File: src/rtl/mips_pkg.sv
// rtl/mips_pkg.sv - shared MIPS core constants, fetch FSM state type and address helper
package mips_pkg;

    localparam int          OP_W             = 6;
    localparam logic [31:0] NOP_INSTR        = 32'h0000_0000;
    localparam logic [31:0] DEFAULT_RESET_PC = 32'h0000_0000;

    typedef enum logic [1:0] {
        FETCH_ST = 2'd0,
        HOLD_ST  = 2'd1,
        DROP_ST  = 2'd2
    } fetch_state_t;

    function automatic logic [31:0] word_align(input logic [31:0] addr);
        return addr & ~32'h0000_0003;
    endfunction

endpackage

File: src/rtl/if_id_reg.sv
// rtl/if_id_reg.sv - pipeline stage register with reset > flush > stall > load priority
module if_id_reg #(
    parameter int                  DATA_W = 64,
    parameter logic [DATA_W-1:0]   BUBBLE = '0
) (
    input  logic              clk,
    input  logic              reset_n,
    input  logic              stall,
    input  logic              flush,
    input  logic [DATA_W-1:0] d_data,
    input  logic              d_valid,
    output logic [DATA_W-1:0] q_data,
    output logic              q_valid
);

    always_ff @(posedge clk) begin
        if (!reset_n || flush) begin
            q_data  <= BUBBLE;
            q_valid <= 1'b0;
        end else if (!stall) begin
            // An invalid load still writes the bubble value so stale data never lingers.
            q_data  <= d_valid ? d_data : BUBBLE;
            q_valid <= d_valid;
        end
    end

endmodule

File: src/rtl/fetch_stage.sv
// rtl/fetch_stage.sv - MIPS instruction fetch stage with imem handshake and IF/ID register (option: FETCH_PERF_CNT_EN)
module fetch_stage
    import mips_pkg::*;
#(
    parameter logic [31:0] RESET_PC = DEFAULT_RESET_PC
) (
    input  logic            clk,
    input  logic            reset_n,
    output logic            imem_req,
    output logic [31:0]     imem_addr,
    input  logic            imem_ack,
    input  logic [31:0]     imem_rdata,
    input  logic            stall_d,
    input  logic            flush_d,
    input  logic            redirect,
    input  logic [31:0]     redirect_pc,
    output logic [31:0]     instr_d,
    output logic [31:0]     pcplus4_d,
    output logic [OP_W-1:0] op_d,
`ifdef FETCH_PERF_CNT_EN
    output logic [31:0]     fetch_count,
    output logic [31:0]     bubble_count,
`endif
    output logic            valid_d
);

    fetch_state_t state, state_next;
    logic [31:0]  pc_f;
    logic [31:0]  pc_plus4;
    logic [31:0]  target;
    logic [31:0]  hold_instr;
    logic [31:0]  hold_pc4;
    logic         load_valid;
    logic [31:0]  load_instr;
    logic [31:0]  load_pc4;

    assign pc_plus4  = pc_f + 32'd4;
    assign imem_addr = pc_f;

    always_ff @(posedge clk) begin
        if (!reset_n) state <= FETCH_ST;
        else          state <= state_next;
    end

    always_comb begin
        state_next = state;
        case (state)
            FETCH_ST: begin
                if (redirect && !imem_ack)           state_next = DROP_ST;
                else if (imem_ack && !redirect && stall_d) state_next = HOLD_ST;
            end
            HOLD_ST:  if (redirect || !stall_d)   state_next = FETCH_ST;
            DROP_ST:  if (imem_ack)               state_next = FETCH_ST;
            default:                              state_next = FETCH_ST;
        endcase
    end

    always_comb begin
        imem_req   = reset_n && (state != HOLD_ST);
        load_valid = 1'b0;
        load_instr = NOP_INSTR;
        load_pc4   = 32'h0;
        if (state == FETCH_ST && imem_ack && !redirect) begin
            load_valid = 1'b1;
            load_instr = imem_rdata;
            load_pc4   = pc_plus4;
        end else if (state == HOLD_ST && !redirect) begin
            load_valid = 1'b1;
            load_instr = hold_instr;
            load_pc4   = hold_pc4;
        end
    end

    // PC_F keeps the in-flight address during DROP; the redirect target waits in `target`.
    always_ff @(posedge clk) begin
        if (!reset_n) begin
            pc_f       <= RESET_PC;
            target     <= RESET_PC;
            hold_instr <= NOP_INSTR;
            hold_pc4   <= 32'h0;
        end else begin
            case (state)
                FETCH_ST: begin
                    if (redirect) begin
                        if (imem_ack) pc_f   <= word_align(redirect_pc);
                        else          target <= word_align(redirect_pc);
                    end else if (imem_ack) begin
                        pc_f       <= pc_plus4;
                        hold_instr <= imem_rdata;
                        hold_pc4   <= pc_plus4;
                    end
                end
                HOLD_ST: if (redirect) pc_f <= word_align(redirect_pc);
                DROP_ST: begin
                    if (imem_ack)      pc_f   <= redirect ? word_align(redirect_pc) : target;
                    else if (redirect) target <= word_align(redirect_pc);
                end
                default: pc_f <= pc_f;
            endcase
        end
    end

    if_id_reg #(
        .DATA_W (64),
        .BUBBLE ({NOP_INSTR, 32'h0})
    ) u_if_id (
        .clk     (clk),
        .reset_n (reset_n),
        .stall   (stall_d),
        .flush   (flush_d),
        .d_data  ({load_instr, load_pc4}),
        .d_valid (load_valid),
        .q_data  ({instr_d, pcplus4_d}),
        .q_valid (valid_d)
    );

    assign op_d = instr_d[31:32-OP_W];

`ifdef FETCH_PERF_CNT_EN
    always_ff @(posedge clk) begin
        if (!reset_n) begin
            fetch_count  <= 32'h0;
            bubble_count <= 32'h0;
        end else if (!stall_d) begin
            if (!flush_d && load_valid) fetch_count  <= fetch_count + 32'd1;
            else                        bubble_count <= bubble_count + 32'd1;
        end
    end
`endif

endmodule

File: config.mk
export PLATFORM = sky130hd
export DESIGN_NAME = fetch_stage
export DESIGN_NICKNAME = d
export VERILOG_FILES = /design/src/rtl/mips_pkg.sv /design/src/rtl/if_id_reg.sv /design/src/rtl/fetch_stage.sv
export SDC_FILE = /design/constraint.sdc
export NUM_CORES = 1
export LEC_CHECK = 0
export ABC_AREA = 1
export CAP_MARGIN = 20
export CORE_MARGIN = 2
export CORE_UTILIZATION = 30
export CTS_CLUSTER_DIAMETER = 80
export DETAILED_ROUTE_END_ITERATION = 16
export PLACE_DENSITY = 0.48
export SYNTH_ARGS = -nofsm -noshare
export SYNTH_HDL_FRONTEND = slang
export SYNTH_SLANG_ARGS = --single-unit
export TNS_END_PERCENT = 1
File: constraint.sdc
create_clock -name clk -period 2.7 [get_ports clk]
set_clock_uncertainty 0.05 [all_clocks]
set_input_delay 0.27 -clock clk [delete_from_list [all_inputs] [get_ports clk]]
set_output_delay 0.27 -clock clk [all_outputs]
set_load 0.02 [all_outputs]
==> flow_summary.json, run 1 <==
{
  "run_status": "finished clean",
  "syn-cell-area_um2": 9240,
  "final_core_util_pct": 39.1,
  "route.detailed.drc": 0,
  "synth_seq_area_share_pct": 42.2,
  "synth_cell_types": 33,
  "crit_chain": "inv_1 -> ha_1 -> nor2_1 -> clkdlybuf4s50_1",
  "finalInstanceArea_um2": 11900,
  "maxCapViolations": 0,
  "whs_endpoint": "state[1]$_SDFFE_PN0P_",
  "cts_tree": "built",
  "grt_start_max_net_pins": 77,
  "p_leak_nw": 4.58,
  "drt_pass1_iterations": 5,
  "detail_route.iter0.violations": 542,
  "wl_per_cell_um": 15.8,
  "path_buf_inv": 2,
  "num_vias": 9266,
  "cp.required_ns": 2.38,
  "synth_nets": 1459,
  "num_rows": 64,
  "synth_warnings": 0,
  "reg2regPathDepth": 9,
  "ys_seq_elements": 195,
  "clk_latency_ns": 0.44,
  "die-width_um": 180,
  "power_density_nw_per_um2": 702,
  "areaGrowthSynthToFinish_pct": 28.9,
  "initial_core_util_pct": 30.4,
  "period_needed_ns": 2.35,
  "gp_congestion": 0.882,
  "core_um2": 30400,
  "cts_buffers": 17,
  "max_freq_mhz": 425,
  "path_clk_slew_ns": 0.09,
  "critPathTopFamily": "buffers and inverters",
  "r2r-start": "state[1]$_SDFFE_PN0P_",
  "final_common_cell": "nand2_1",
  "worstPathMaxFanout": 4,
  "postRouteAntennaNets": 0,
  "slew_violations": 0,
  "overflow": 0,
  "holdCritStartpoint": "redirect",
  "die_h_um": 180,
  "ios": 174,
  "hold_buffers": 0,
  "gr-usage-all-layers_pct": 18.6,
  "placed_area_um2": 11300,
  "rsz0062_at_grt": "false",
  "grt_pass1_wl_mm": 48.1,
  "slowest_stage": "clkdlybuf4s50_1",
  "setup_viol": 0,
  "holdCritPathClass": "input pin to flip-flop",
  "clock_sinks": 195,
  "worst-setup-path-type": "flip-flop to output port",
  "antenna_cells": 0,
  "power_mw": 8.35,
  "cp-start-kind": "flip-flop",
  "post-cts-setup-buffers": 0,
  "fp.dieArea_um2": 32200,
  "peakVddDrop_v": 0.000336,
  "finalHoldViolCount": 0,
  "cp-end-kind": "output port",
  "clock_path_buffers": 2,
  "regToRegSetupSlack_ns": 0.39,
  "grt_pass1_vias": 8599,
  "syn_inst": 1384,
  "dp_hpwl_mm": 20.6,
  "tightest_slew_ns": 0.931,
  "arrival_ns": 2.03,
  "routed_wirelength_mm": 30.3,
  "cts-root-buf": "clkbuf_16",
  "finalNetCount": 1582,
  "slew_headroom_pct": 37.9,
  "cts_resized": 0,
  "final_cell_mix": "nand2_1 (531), a21oi_1 (275), dfxtp_1 (195), clkdlybuf4s50_1 (169), o21ai_0 (64)",
  "regToRegEndpoint": "u_if_id.q_data[27]$_SDFFE_PP0N_",
  "vias_per_cell": 4.84,
  "port_buffers": 171,
  "min_path_cells": 3,
  "ctsHtreeMaxLevel": 4,
  "setup_tns_ns": 0,
  "layout_worst_path_cycle_share_pct": 87.1,
  "antenna_found_initial": 0,
  "drive_gt1_share_pct": 7.04,
  "cp_slowest_stage_delay_ns": 0.61,
  "syn_area_per_cell_um2": 6.68
}
[power breakdown]
group	switching, mW	total (mW)	leakage, nW	internal (mW)
logic	1.36	2.20	2.69	0.842
registers	0.260	3.41	1.59	3.15
clock network	1.44	2.74	0.307	1.31
[per-layer routing]
layer  track usage (%)  part of all wire, %  wire [um]
met1              25.3                   48      14400
met2              30.7                   46      14100
met3              2.90                  4.1       1230
met4              5.17                  1.8        555
met5                 0                    0          0
[metrics by stage]
| step | worst slack [ns] | hold WS, ns | std cells |
|---|---|---|---|
| 4_1_cts | 0.337 | 0.119 | 1916 |
| 3_3_place_gp | 0.443 | 0.397 | 1884 |
| 3_5_place_dp | 0.432 | 0.403 | 1884 |
| 5_1_grt | 0.196 | 0.142 | 1916 |
| 2_1_floorplan | 0.897 | 0.390 | 1384 |
| 6_report | 0.348 | 0.143 | 1916 |
[final cells by class]
class	count	area, um2
fillers	3268	18500
multi-input cells	1059	4790
flip-flops and latches	195	3900
repair buffers	198	1940
well taps	396	495
clock buffers	17	425
clock inverters	15	216
inverters	36	135
[Yosys cell counts (all sizes together)]
master,n,area [um2]
a21oi,276,1390
a31oi,1,6.26
and2,2,12.5
buf,35,190
clkbuf,59,221
clkinv,2,7.51
dfxtp,195,3900
ha,5,62.6
inv,34,128
mux2i,1,10.0
nand2,534,2010
nand3,54,270
nand3b,3,22.5
nand4,1,6.26
nor2,67,297
nor3,3,26.3
o211a,2,20.0
o21ai,66,334
o21bai,2,15.0
o221ai,1,8.76
or2,23,144
xnor2,9,78.8
xor2,9,78.8
[cell families (layout without fill, tap and decap cells)]
| group | count (synthesis) | count (layout) | share of synthesized area (%) |
|---|---|---|---|
| DFF | 195 | 195 | 42.2 |
| muxes | 1 | 1 | 0.108 |
| xor gates and xnor gates | 18 | 18 | 1.71 |
| AOI/OAI and AO/OA | 348 | 348 | 19.1 |
| adders and majority gates | 5 | 5 | 0.677 |
| buffers and inverters | 130 | 266 | 5.92 |
| and+or+nand+nor | 687 | 687 | 30.2 |
[sequential cells by signal, indices dropped and copies added, names as in the netlist]
register         cells
u_if_id.q_data      64
hold_instr          32
hold_pc4            32
imem_addr           32
target              32
state                2
u_if_id.q_valid      1
[worst min-delay path, stage by stage]
cell and delay, ns:
buf_2 0.16, nand4_1 0.10, a21oi_1 0.05
[how the worst max path moves through the flow]
stage	start	endpoint	slack (ns)	depth (start not counted)
after floorplan	imem_addr[2]$_SDFFE_PN0P_	imem_addr[18]$_SDFFE_PN0P_	0.90	10
after global placement	state[1]$_SDFFE_PN0P_	u_if_id.q_data[32]$_SDFFE_PP0N_	0.44	9
after detailed placement	state[1]$_SDFFE_PN0P_	u_if_id.q_data[32]$_SDFFE_PP0N_	0.43	9
after CTS	state[1]$_SDFFE_PN0P_	imem_req	0.34	4
after global routing	state[1]$_SDFFE_PN0P_	u_if_id.q_data[61]$_SDFFE_PP0N_	0.20	9
final	state[1]$_SDFFE_PN0P_	imem_req	0.35	4
No activity file was read; power rests on OpenSTA's default activity.
==> inputs of run 2 (changes only) <==
- CORE_UTILIZATION: 30 -> 50
- PLACE_DENSITY: 0.48 -> 0.74
==> flow_summary.json, run 2 (same netlist as run 1, synthesis figures left out) <==
{
  "port_buffers": 171,
  "die-width_um": 140,
  "reg2regPathDepth": 9,
  "critPathTopFamily": "buffers and inverters",
  "ios": 174,
  "r2r-start": "state[1]$_SDFFE_PN0P_",
  "place_inst": 1711,
  "rsz0062_at_grt": "false",
  "peakVddDrop_v": 0.000538,
  "core_um2": 18000,
  "slew_headroom_pct": 42.5,
  "final_core_util_pct": 64.6,
  "die_h_um": 140,
  "cts_resized": 0,
  "ctsHtreeMaxLevel": 4,
  "gr-usage-all-layers_pct": 26.9,
  "clk_latency_ns": 0.44,
  "drt_pass1_iterations": 5,
  "slowest_stage": "clkdlybuf4s50_1",
  "power_density_nw_per_um2": 698,
  "path_buf_inv": 2,
  "whs_endpoint": "state[1]$_SDFFE_PN0P_",
  "finalHoldViolCount": 0,
  "post-cts-setup-buffers": 0,
  "routed_wirelength_mm": 26.7,
  "grt_start_max_net_pins": 77,
  "hold_buffers": 0,
  "setup_viol": 0,
  "crit_chain": "inv_1 -> ha_1 -> nor2_1 -> clkdlybuf4s50_1",
  "finalNetCount": 1576,
  "cts-root-buf": "clkbuf_16",
  "regToRegSetupSlack_ns": 0.37,
  "min_path_cells": 3,
  "final_cell_mix": "nand2_1 (531), a21oi_1 (275), dfxtp_1 (195), clkdlybuf4s50_1 (169), o21ai_0 (64)",
  "detail_route.iter0.violations": 709,
  "grt_pass1_wl_mm": 42.7,
  "cp-start-kind": "flip-flop",
  "gp_congestion": 0.908,
  "p_leak_nw": 4.54,
  "grt_pass1_vias": 8379,
  "run_status": "finished clean",
  "num_rows": 49,
  "num_vias": 9413,
  "dp_hpwl_mm": 17.9,
  "cp_slowest_stage_delay_ns": 0.67,
  "maxCapViolations": 0,
  "overflow": 0,
  "worst-setup-path-type": "flip-flop to output port",
  "route.detailed.drc": 0,
  "holdCritPathClass": "input pin to flip-flop",
  "largest_reg_flops": 64,
  "setup_tns_ns": 0,
  "fp.dieArea_um2": 19600,
  "initial_core_util_pct": 51.3,
  "drive_gt1_share_pct": 6.67,
  "cp.required_ns": 2.38,
  "holdCritStartpoint": "redirect",
  "path_clk_slew_ns": 0.07,
  "tightest_slew_ns": 0.862,
  "holdWs_ns": 0.131,
  "regToRegEndpoint": "u_if_id.q_data[18]$_SDFFE_PP0N_",
  "top_register": "u_if_id.q_data",
  "worstPathMaxFanout": 9,
  "wl_per_cell_um": 15.3,
  "max_freq_mhz": 388,
  "slew_violations": 0,
  "layout_worst_path_cycle_share_pct": 95.4,
  "vias_per_cell": 5.40,
  "areaGrowthSynthToFinish_pct": 26.0,
  "antenna_cells": 0,
  "cts_tree": "built",
  "arrival_ns": 2.26,
  "final_cells": 1743,
  "clock_sinks": 195,
  "clock_path_buffers": 2,
  "period_needed_ns": 2.58,
  "postRouteAntennaNets": 0,
  "cts_buffers": 17,
  "antenna_found_initial": 0,
  "cp-end-kind": "output port",
  "final_common_cell": "nand2_1"
}
==> run 2: changes by cell type in the layout (fill, tap and decap cells not counted), moves of 2 or more <==
cell,before,now
clkinvlp_4,0,2
inv_8,1,4
clkinv_8,6,2
clkinv_2,0,2
buf_12,3,6
inv_12,5,0
buf_4,24,15
==> run 2: cell type report <==
cell class                 count  area, um2
fill                        1646       6380
tap                          229        287
timing repair buffer         192       1930
clock inverter                15        168
multi-input combinational   1059       4790
sequential                   195       3900
inverter                      36        135
clock buffer                  17        425
==> run 2: through the flow <==
| stage | power, mW | setup slack [ns] | area, um2 |
|---|---|---|---|
| final | 8.12 | 0.123 | 11600 |
| after global routing | 8.54 | 0.0727 | 11600 |
| after CTS | 8.14 | 0.156 | 11600 |
| after detailed placement | 5.60 | 0.426 | 11000 |
| after global placement | 5.57 | 0.477 | 11000 |
| after floorplan | 4.78 | 0.897 | 9240 |
==> run 2: worst max path at each step <==
stage	startpoint	end	slack, ns	cells after the start
2_1_floorplan	imem_addr[2]$_SDFFE_PN0P_	imem_addr[18]$_SDFFE_PN0P_	0.90	10
3_3_place_gp	state[1]$_SDFFE_PN0P_	u_if_id.q_data[19]$_SDFFE_PP0N_	0.48	9
3_5_place_dp	state[1]$_SDFFE_PN0P_	u_if_id.q_data[18]$_SDFFE_PP0N_	0.43	9
4_1_cts	state[1]$_SDFFE_PN0P_	imem_req	0.16	4
5_1_grt	state[1]$_SDFFE_PN0P_	imem_req	0.07	4
6_report	state[1]$_SDFFE_PN0P_	imem_req	0.12	4
==> run 2: layer usage <==
metal | routed length [um] | track usage (%) | share of wire [%]
met5 | 0 | 0 | 0
met4 | 554 | 9.16 | 2.1
met3 | 1610 | 4.31 | 6.0
met2 | 12800 | 44.9 | 48
met1 | 11700 | 35.5 | 44
==> run 2: power breakdown <==
part / switching, mW / internal (mW) / total [mW]
Combinational: 1.30 / 0.840 / 2.14
Sequential: 0.274 / 3.15 / 3.42
Clock: 1.24 / 1.32 / 2.55
==> run 2: worst reg2reg max path: cells and delay by family (launching register included) <==
kind / cells / cell delay [ns]
flops: 1 / 0.35
simple gates: 2 / 0.33
fa+ha+maj: 1 / 0.40
buf+inv: 4 / 0.78
compound gates: 2 / 0.36
